$ cat config.mk
export PLATFORM = sky130hd
export DESIGN_NAME = writeback_register_file_flat
export DESIGN_NICKNAME = d
export VERILOG_FILES = /design/src/rtl/writeback_register_file_pkg.sv /design/src/rtl/writeback_register_file_if.sv /design/src/rtl/writeback_register_file_select.sv /design/src/rtl/writeback_register_file.sv /design/src/flat_wrapper.sv
export SDC_FILE = /design/constraint.sdc
export NUM_CORES = 2
export LEC_CHECK = 0
export ABC_AREA = 1
export CAP_MARGIN = 20
export CELL_PAD_IN_SITES_DETAIL_PLACEMENT = 1
export CELL_PAD_IN_SITES_GLOBAL_PLACEMENT = 2
export CORE_MARGIN = 2
export CORE_UTILIZATION = 34
export DETAILED_ROUTE_END_ITERATION = 8
export DONT_BUFFER_PORTS = 1
export PLACE_DENSITY = 0.83
export SKIP_LAST_GASP = 1
export SLEW_MARGIN = 20
export SYNTH_ARGS = -nofsm -noshare
export SYNTH_HDL_FRONTEND = slang
export SYNTH_SLANG_ARGS = --single-unit
$ cat constraint.sdc
create_clock -name clk -period 1.99 [get_ports clk]
set_input_delay 0.398 -clock clk [delete_from_list [all_inputs] [get_ports clk]]
set_output_delay 0.398 -clock clk [all_outputs]
set_load 0.1 [all_outputs]
$ cat src/rtl/writeback_register_file_pkg.sv
// Shared pipeline definitions for the MEM/WB barrier, the control decoder and
// the writeback stage: architectural widths, the zero register index and the
// writeback-source encoding.
package writeback_register_file_pkg;

    localparam int XLEN           = 32;
    localparam int REG_ADDR_WIDTH = 5;

    localparam logic [REG_ADDR_WIDTH-1:0] ZERO_REG = 5'd0;

    // Which pipeline result is committed at writeback.
    typedef enum logic {
        WB_SRC_EXEC = 1'b0,
        WB_SRC_MEM  = 1'b1
    } wbSource_e;

endpackage

$ cat src/rtl/writeback_register_file_if.sv
// MEM/WB and ID-read bundle for the writeback register file. The master side
// is the pipeline (MEM/WB barrier and ID stage); the slave side is the
// register file itself.
interface writeback_register_file_if #(
    parameter int DATA_WIDTH  = 32,
    parameter int ADDR_WIDTH  = 5,
    parameter int COUNT_WIDTH = 32
);

    logic [DATA_WIDTH-1:0]  wbMemoryData;
    logic [DATA_WIDTH-1:0]  wbExecutionData;
    logic                   wbShouldUseMemoryData;
    logic                   wbIsRegisterWrite;
    logic [ADDR_WIDTH-1:0]  wbRegisterDestination;
    logic [ADDR_WIDTH-1:0]  idReadAddress1;
    logic [ADDR_WIDTH-1:0]  idReadAddress2;
    logic [DATA_WIDTH-1:0]  idReadData1;
    logic [DATA_WIDTH-1:0]  idReadData2;
    logic [DATA_WIDTH-1:0]  wbWriteBackData;
    logic [COUNT_WIDTH-1:0] writeCount;

    modport master (
        output wbMemoryData,
        output wbExecutionData,
        output wbShouldUseMemoryData,
        output wbIsRegisterWrite,
        output wbRegisterDestination,
        output idReadAddress1,
        output idReadAddress2,
        input  idReadData1,
        input  idReadData2,
        input  wbWriteBackData,
        input  writeCount
    );

    modport slave (
        input  wbMemoryData,
        input  wbExecutionData,
        input  wbShouldUseMemoryData,
        input  wbIsRegisterWrite,
        input  wbRegisterDestination,
        input  idReadAddress1,
        input  idReadAddress2,
        output idReadData1,
        output idReadData2,
        output wbWriteBackData,
        output writeCount
    );

endinterface

$ cat src/rtl/writeback_register_file_select.sv
// Writeback source mux: picks the load data or the execution result. Kept as
// its own block so the EX forwarding path can reuse the identical selection.
module writeback_select
    import writeback_register_file_pkg::*;
#(
    parameter int DATA_WIDTH = XLEN
) (
    input  wbSource_e             source,
    input  logic [DATA_WIDTH-1:0] execData,
    input  logic [DATA_WIDTH-1:0] memData,
    output logic [DATA_WIDTH-1:0] result
);

    // Load data only when the instruction asked for it, otherwise the ALU result.
    always_comb begin
        result = execData;
        if (source == WB_SRC_MEM) begin
            result = memData;
        end
    end

endmodule

$ cat src/rtl/writeback_register_file.sv
// Writeback stage and integer register file. Commits the selected writeback
// value, serves two combinational ID read ports with write-first bypass, keeps
// x0 at zero and counts retired register writes.
module writeback_register_file
    import writeback_register_file_pkg::*;
#(
    parameter int DATA_WIDTH  = XLEN,
    parameter int REG_COUNT   = 32,
    parameter int ADDR_WIDTH  = REG_ADDR_WIDTH,
    parameter int COUNT_WIDTH = 32
) (
    input logic                      clk,
    input logic                      resetN,
    writeback_register_file_if.slave bus
);

    localparam logic [ADDR_WIDTH-1:0] ZERO_INDEX = ADDR_WIDTH'(ZERO_REG);

    logic [DATA_WIDTH-1:0]  regFile [REG_COUNT];
    logic [DATA_WIDTH-1:0]  writeBackData;
    logic [DATA_WIDTH-1:0]  readData1;
    logic [DATA_WIDTH-1:0]  readData2;
    logic [COUNT_WIDTH-1:0] writeCounter;
    logic                   writeEnable;
    logic                   bypassEnable;

    writeback_select #(
        .DATA_WIDTH (DATA_WIDTH)
    ) selectUnit (
        .source   (wbSource_e'(bus.wbShouldUseMemoryData)),
        .execData (bus.wbExecutionData),
        .memData  (bus.wbMemoryData),
        .result   (writeBackData)
    );

    // Writes to x0 are dropped here so they neither store nor count; the
    // bypass is also held off during reset so reads stay at zero.
    always_comb begin
        writeEnable  = bus.wbIsRegisterWrite && (bus.wbRegisterDestination != ZERO_INDEX);
        bypassEnable = writeEnable && resetN;
    end

    // Register array: cleared asynchronously, one commit per edge, x0 untouched.
    always_ff @(posedge clk or negedge resetN) begin
        if (!resetN) begin
            for (int i = 0; i < REG_COUNT; i++) begin
                regFile[i] <= '0;
            end
        end else if (writeEnable) begin
            regFile[bus.wbRegisterDestination] <= writeBackData;
        end
    end

    // Retired-write counter, free-running wrap at the top of its range.
    always_ff @(posedge clk or negedge resetN) begin
        if (!resetN) begin
            writeCounter <= '0;
        end else if (writeEnable) begin
            writeCounter <= writeCounter + COUNT_WIDTH'(1);
        end
    end

    // Read port 1: array read, overridden by the in-flight write, x0 forced to zero.
    always_comb begin
        readData1 = regFile[bus.idReadAddress1];
        if (bypassEnable && (bus.idReadAddress1 == bus.wbRegisterDestination)) begin
            readData1 = writeBackData;
        end
        if (bus.idReadAddress1 == ZERO_INDEX) begin
            readData1 = '0;
        end
    end

    // Read port 2: same rules as port 1, fully independent of it.
    always_comb begin
        readData2 = regFile[bus.idReadAddress2];
        if (bypassEnable && (bus.idReadAddress2 == bus.wbRegisterDestination)) begin
            readData2 = writeBackData;
        end
        if (bus.idReadAddress2 == ZERO_INDEX) begin
            readData2 = '0;
        end
    end

    // Drive the bundle outputs.
    always_comb begin
        bus.idReadData1     = readData1;
        bus.idReadData2     = readData2;
        bus.wbWriteBackData = writeBackData;
        bus.writeCount      = writeCounter;
    end

endmodule

$ cat src/flat_wrapper.sv
// flat-port wrapper written by rule: the top's interface ports become plain ports
module writeback_register_file_flat import writeback_register_file_pkg::*;
#(
    parameter int DATA_WIDTH  = XLEN,
    parameter int REG_COUNT   = 32,
    parameter int ADDR_WIDTH  = REG_ADDR_WIDTH,
    parameter int COUNT_WIDTH = 32
)
  (clk, resetN, bus_wbMemoryData, bus_wbExecutionData, bus_wbShouldUseMemoryData, bus_wbIsRegisterWrite, bus_wbRegisterDestination, bus_idReadAddress1, bus_idReadAddress2, bus_idReadData1, bus_idReadData2, bus_wbWriteBackData, bus_writeCount);
  writeback_register_file_if #(.DATA_WIDTH(DATA_WIDTH), .ADDR_WIDTH(ADDR_WIDTH), .COUNT_WIDTH(COUNT_WIDTH)) bus_i ();
  input logic clk;
  input logic resetN;
  input wire logic [$bits(bus_i.wbMemoryData)-1:0] bus_wbMemoryData;
  input wire logic [$bits(bus_i.wbExecutionData)-1:0] bus_wbExecutionData;
  input wire logic [$bits(bus_i.wbShouldUseMemoryData)-1:0] bus_wbShouldUseMemoryData;
  input wire logic [$bits(bus_i.wbIsRegisterWrite)-1:0] bus_wbIsRegisterWrite;
  input wire logic [$bits(bus_i.wbRegisterDestination)-1:0] bus_wbRegisterDestination;
  input wire logic [$bits(bus_i.idReadAddress1)-1:0] bus_idReadAddress1;
  input wire logic [$bits(bus_i.idReadAddress2)-1:0] bus_idReadAddress2;
  output wire logic [$bits(bus_i.idReadData1)-1:0] bus_idReadData1;
  output wire logic [$bits(bus_i.idReadData2)-1:0] bus_idReadData2;
  output wire logic [$bits(bus_i.wbWriteBackData)-1:0] bus_wbWriteBackData;
  output wire logic [$bits(bus_i.writeCount)-1:0] bus_writeCount;
  assign bus_i.wbMemoryData = bus_wbMemoryData;
  assign bus_i.wbExecutionData = bus_wbExecutionData;
  assign bus_i.wbShouldUseMemoryData = bus_wbShouldUseMemoryData;
  assign bus_i.wbIsRegisterWrite = bus_wbIsRegisterWrite;
  assign bus_i.wbRegisterDestination = bus_wbRegisterDestination;
  assign bus_i.idReadAddress1 = bus_idReadAddress1;
  assign bus_i.idReadAddress2 = bus_idReadAddress2;
  assign bus_idReadData1 = bus_i.idReadData1;
  assign bus_idReadData2 = bus_i.idReadData2;
  assign bus_wbWriteBackData = bus_i.wbWriteBackData;
  assign bus_writeCount = bus_i.writeCount;
  writeback_register_file #(.DATA_WIDTH(DATA_WIDTH), .REG_COUNT(REG_COUNT), .ADDR_WIDTH(ADDR_WIDTH), .COUNT_WIDTH(COUNT_WIDTH)) u_core (.clk(clk), .resetN(resetN), .bus(bus_i));
endmodule
==> key figures <==
Logic synthesis
  – Post-synth ARST share: 100%
  – Count leader, synth: nand2_1
  – Dominant synthesized flop cell: dfrtp_1
  – Number of synthesized register bits: 1,056
  – Syn_area_per_cell: 6.95 sq um
  – Mapped cell area: 61,000 sq um
  – Syn Inst Count: 8,767
  – Post-synth cell types: 34
  – Synth top cells by count: 2,107 x nand2_1, 1,378 x o21ai_0, 1,056 x dfrtp_1
  – Mapped Nets: 8,851
  – Synth area leader: dfrtp_1
  – Register area share after synthesis: 43.3%
  – Synth top area share: 43.3%
  – Synth warn: 0
  – Most area-consuming cells after synthesis: dfrtp_1 43%, nand2_1 13%, o21ai_0 11%, nand3_1 7.6%, a21oi_1 7.5%
  – EDFF count, synth: 0

Finish
  – Area delta synth->final: 29.8%
  – Filler Cell Count: 21.3k
  – Nets: 9,001
  – Layout cells sized above 1: 21.2%
  – Area of all sequential standard cells: 26,400 sq um
  – Layout Cells excl Fill: 11.4k
  – Multi-input logic area: 30,500 sq um

Floorplan
  – Initial core utilization: 34.2%
  – Row count: 155
  – Io pins: 211
  – Die Area: 183,000 sq um
  – Die height: 427 um
  – Chip Width: 427 um
  – Core area: 178,000 sq um

Status
  – Failing checks: slew limit, setup timing
  – Outcome: finished, violations left

Worst setup path
  – Worst Path Arrival: 3400 ps
  – Reg2Reg Depth: 9
  – Biggest cell delay along the critical path: 380 ps
  – Most frequent CP cell: nand3_1
  – CP max-delay cell: clkinv_16
  – CP bufs+invs: 6
  – Worst EP required: 1590 ps
  – Setup crit start kind: input pin
  – Cell depth of the worst setup path: 13
  – Worst setup path class: in -> out
  – Critical path endpoint category: output port
  – CP top delay family: buffers and inverters
  – Worst Path Max Fanout: 249
  – Critical path, cell by cell: clkinv_16 > buf_16 > buf_12 > buf_4 > nand3_1 > nand3_1 > nand2_1 > a21oi_1 > nand2_4 > nand3_1 > nand2_2 > clkinvlp_4 > buf_12

Timing
  – RSZ-0062 raised after global routing: true
  – Final setup vio count: 67
  – Period utilisation layout: 191%
  – Final hold vios: 0
  – Worst slew margin: -38.9%
  – Top achievable clock speed: 264 MHz
  – Clock skew: 5.38 ps
  – Setup ws final: -1800 ps
  – Slew @ Worst Pin: 2080 ps
  – Final Critical Period: 3790 ps
  – Pins Over Slew Limit: 141

CTS
  – Total CTS buffers: 131
  – Clock transition at the registers of the reported paths: 60 ps
  – Clock sink count: 1,056
  – Clk Tree Root Cell: clkbuf_16
  – TritonCTS clock tree: built
  – Clock Path Buffers: 3
  – Worst-Skew Late Latency: 800 ps
  – H-tree levels: 4

Power and ir drop
  – Power Density: 955 nW/um^2
  – Leakage: 36.1 nW
  – Peak supply drop: 0.000822 V
  – Overall power: 75.5 mW

GRT
  – Pin count of the biggest net entering global routing: 597
  – First-pass GRT wire length: 443,000 um
  – Vias in the first global route: 64.9k
  – Tot GR Track Use: 32.5%
  – Initial antenna violation count: 2
  – Remaining Overflow, GRT: 0

Placed design
  – IO Port Bufs: 0
  – Placed Instances: 11.0k
  – Post-DP HPWL: 179,000 um
  – RePlAce Congestion: 0.871

Route
  – WL final: 319,000 um
  – Antenna-violating nets left: 0
  – Via Count: 66.4k
  – DR DRC count: 0
  – DR WL/cell: 28.0 um
  – Iter 0 DRT Violations: 6,609
  – Via-per-instance ratio: 5.84
  – First drt pass iteration count: 6

Flow run
  – Number of max-cap violations: 0

Min path
  – Hold crit path type: in -> async
[where the power goes]
| group | internal (mW) | total (mW) | switching, mW |
|---|---|---|---|
| combinational | 7.68 | 21.6 | 14.0 |
| clock | 14.5 | 24.7 | 10.2 |
| sequential | 26.3 | 29.3 | 2.97 |
[per-stage QoR]
| step | utilization (%) | instance area [sq um] | setup slack (ps) | TNS (ps) | hold slack [ps] |
|---|---|---|---|---|---|
| after floorplan | - | 62400 | -437 | -23090 | 102 |
| after global placement | 39.1 | 69800 | -2830 | -745860 | 103 |
| after detailed placement | 39.1 | 69800 | -2910 | -760170 | 103 |
| after CTS | 42.9 | 76500 | -818 | -44610 | 0.657 |
| after global routing | 44.4 | 79100 | -1440 | -68130 | 20.4 |
| final | 44.4 | 79100 | -1800 | -78240 | 9.09 |
[cells in the final DEF, fill, tap and decap left out, types with 6 or more instances in the layout]
cell type and count:
nor3_1 12, nand3_4 9, a21oi_4 7, nand2_1 1904, o21ai_0 1132, buf_4 390
nor2_4 36, nor2_1 359, clkinv_2 21, o21ai_2 34, a21oi_2 157, clkbuf_8 26
dlygate4sd3_1 18, nor2_2 72, o21ai_1 225, bufbuf_16 20, nand3_1 742, nand3_2 174
nand4_1 7, buf_12 276, xnor2_1 11, clkinvlp_4 63, inv_1 728, clkbuf_16 168
dfrtp_2 19, buf_6 25, nand2_2 165, nand2_4 51, bufinv_16 9, buf_16 27
dfrtp_1 1037, a21oi_1 751, inv_6 6, xor2_1 25, inv_2 125, clkbuf_1 24
o211ai_1 116
[layer usage]
metal	track usage, %	vias to the layer above	share of wire [%]
met5	0	-	0
met4	16.3	0	6.1
met3	6.22	868	9.0
met2	51.6	3137	45
met1	42.3	33600	40
li1	-	28800	-
[final timing paths]
check | start | end | slack (ps)
worst max-delay path | bus_idReadAddress2[1] | bus_idReadData2[0] | -1800
worst min-delay path | resetN | u_core.regFile[624]$_DFFE_PN0P_ | 9
worst max register to register | u_core.bus.writeCount[4]$_DFFE_PN0P_ | u_core.bus.writeCount[23]$_DFFE_PN0P_ | 180
worst min register to register | u_core.regFile[1015]$_DFFE_PN0P_ | u_core.regFile[1015]$_DFFE_PN0P_ | 370
max in group asynchronous | resetN | u_core.regFile[258]$_DFFE_PN0P_ | 460
min in group clk | bus_wbExecutionData[3] | u_core.regFile[195]$_DFFE_PN0P_ | 40
[kinds of logic (layout without fill, tap and decap cells)]
logic type / after synthesis / after routing / synth area share, %
adders and majority gates: 1 / 1 / 0.0205
other: 0 / 1 / 0
xor gates and xnor gates: 40 / 40 / 0.575
DFF: 1056 / 1056 / 43.3
buffers and inverters: 1702 / 1941 / 11.4
and+or+nand+nor: 3541 / 3541 / 24.2
AOI/OAI and AO/OA: 2427 / 2427 / 20.4
[worst reg2reg max path: cells and delay by family, from the launching register on]
kind	cells	cell delay, ps
and+or+nand+nor	6	890
DFF	1	400
buffers and inverters	2	270
xor gates and xnor gates	1	130
[timing repair]
item                                    in CTS  in global routing
gates cloned                                21                 37
endpoints found under the hold margin       85                  0
endpoints found under the setup margin     453                150
buffers inserted                            40                 61
hold buffers                                19                  0
resized for setup                          531                439
pin swaps                                  308                288
[layout make-up]
cell class                 count  area share (%)
clock buffer                 185            4.84
inverter                     925            4.79
multi-input combinational   6009            38.5
sequential                  1056            33.4
timing repair buffer         794            14.2
tap                         2355            3.72
antenna                        1         0.00316
clock inverter                37           0.550
[sequential cells by signal (all words and copies together), names as in the netlist]
signal                 count
u_core.regFile          1024
u_core.bus.writeCount     32
Note: power is estimated with default switching activity, not from simulation.
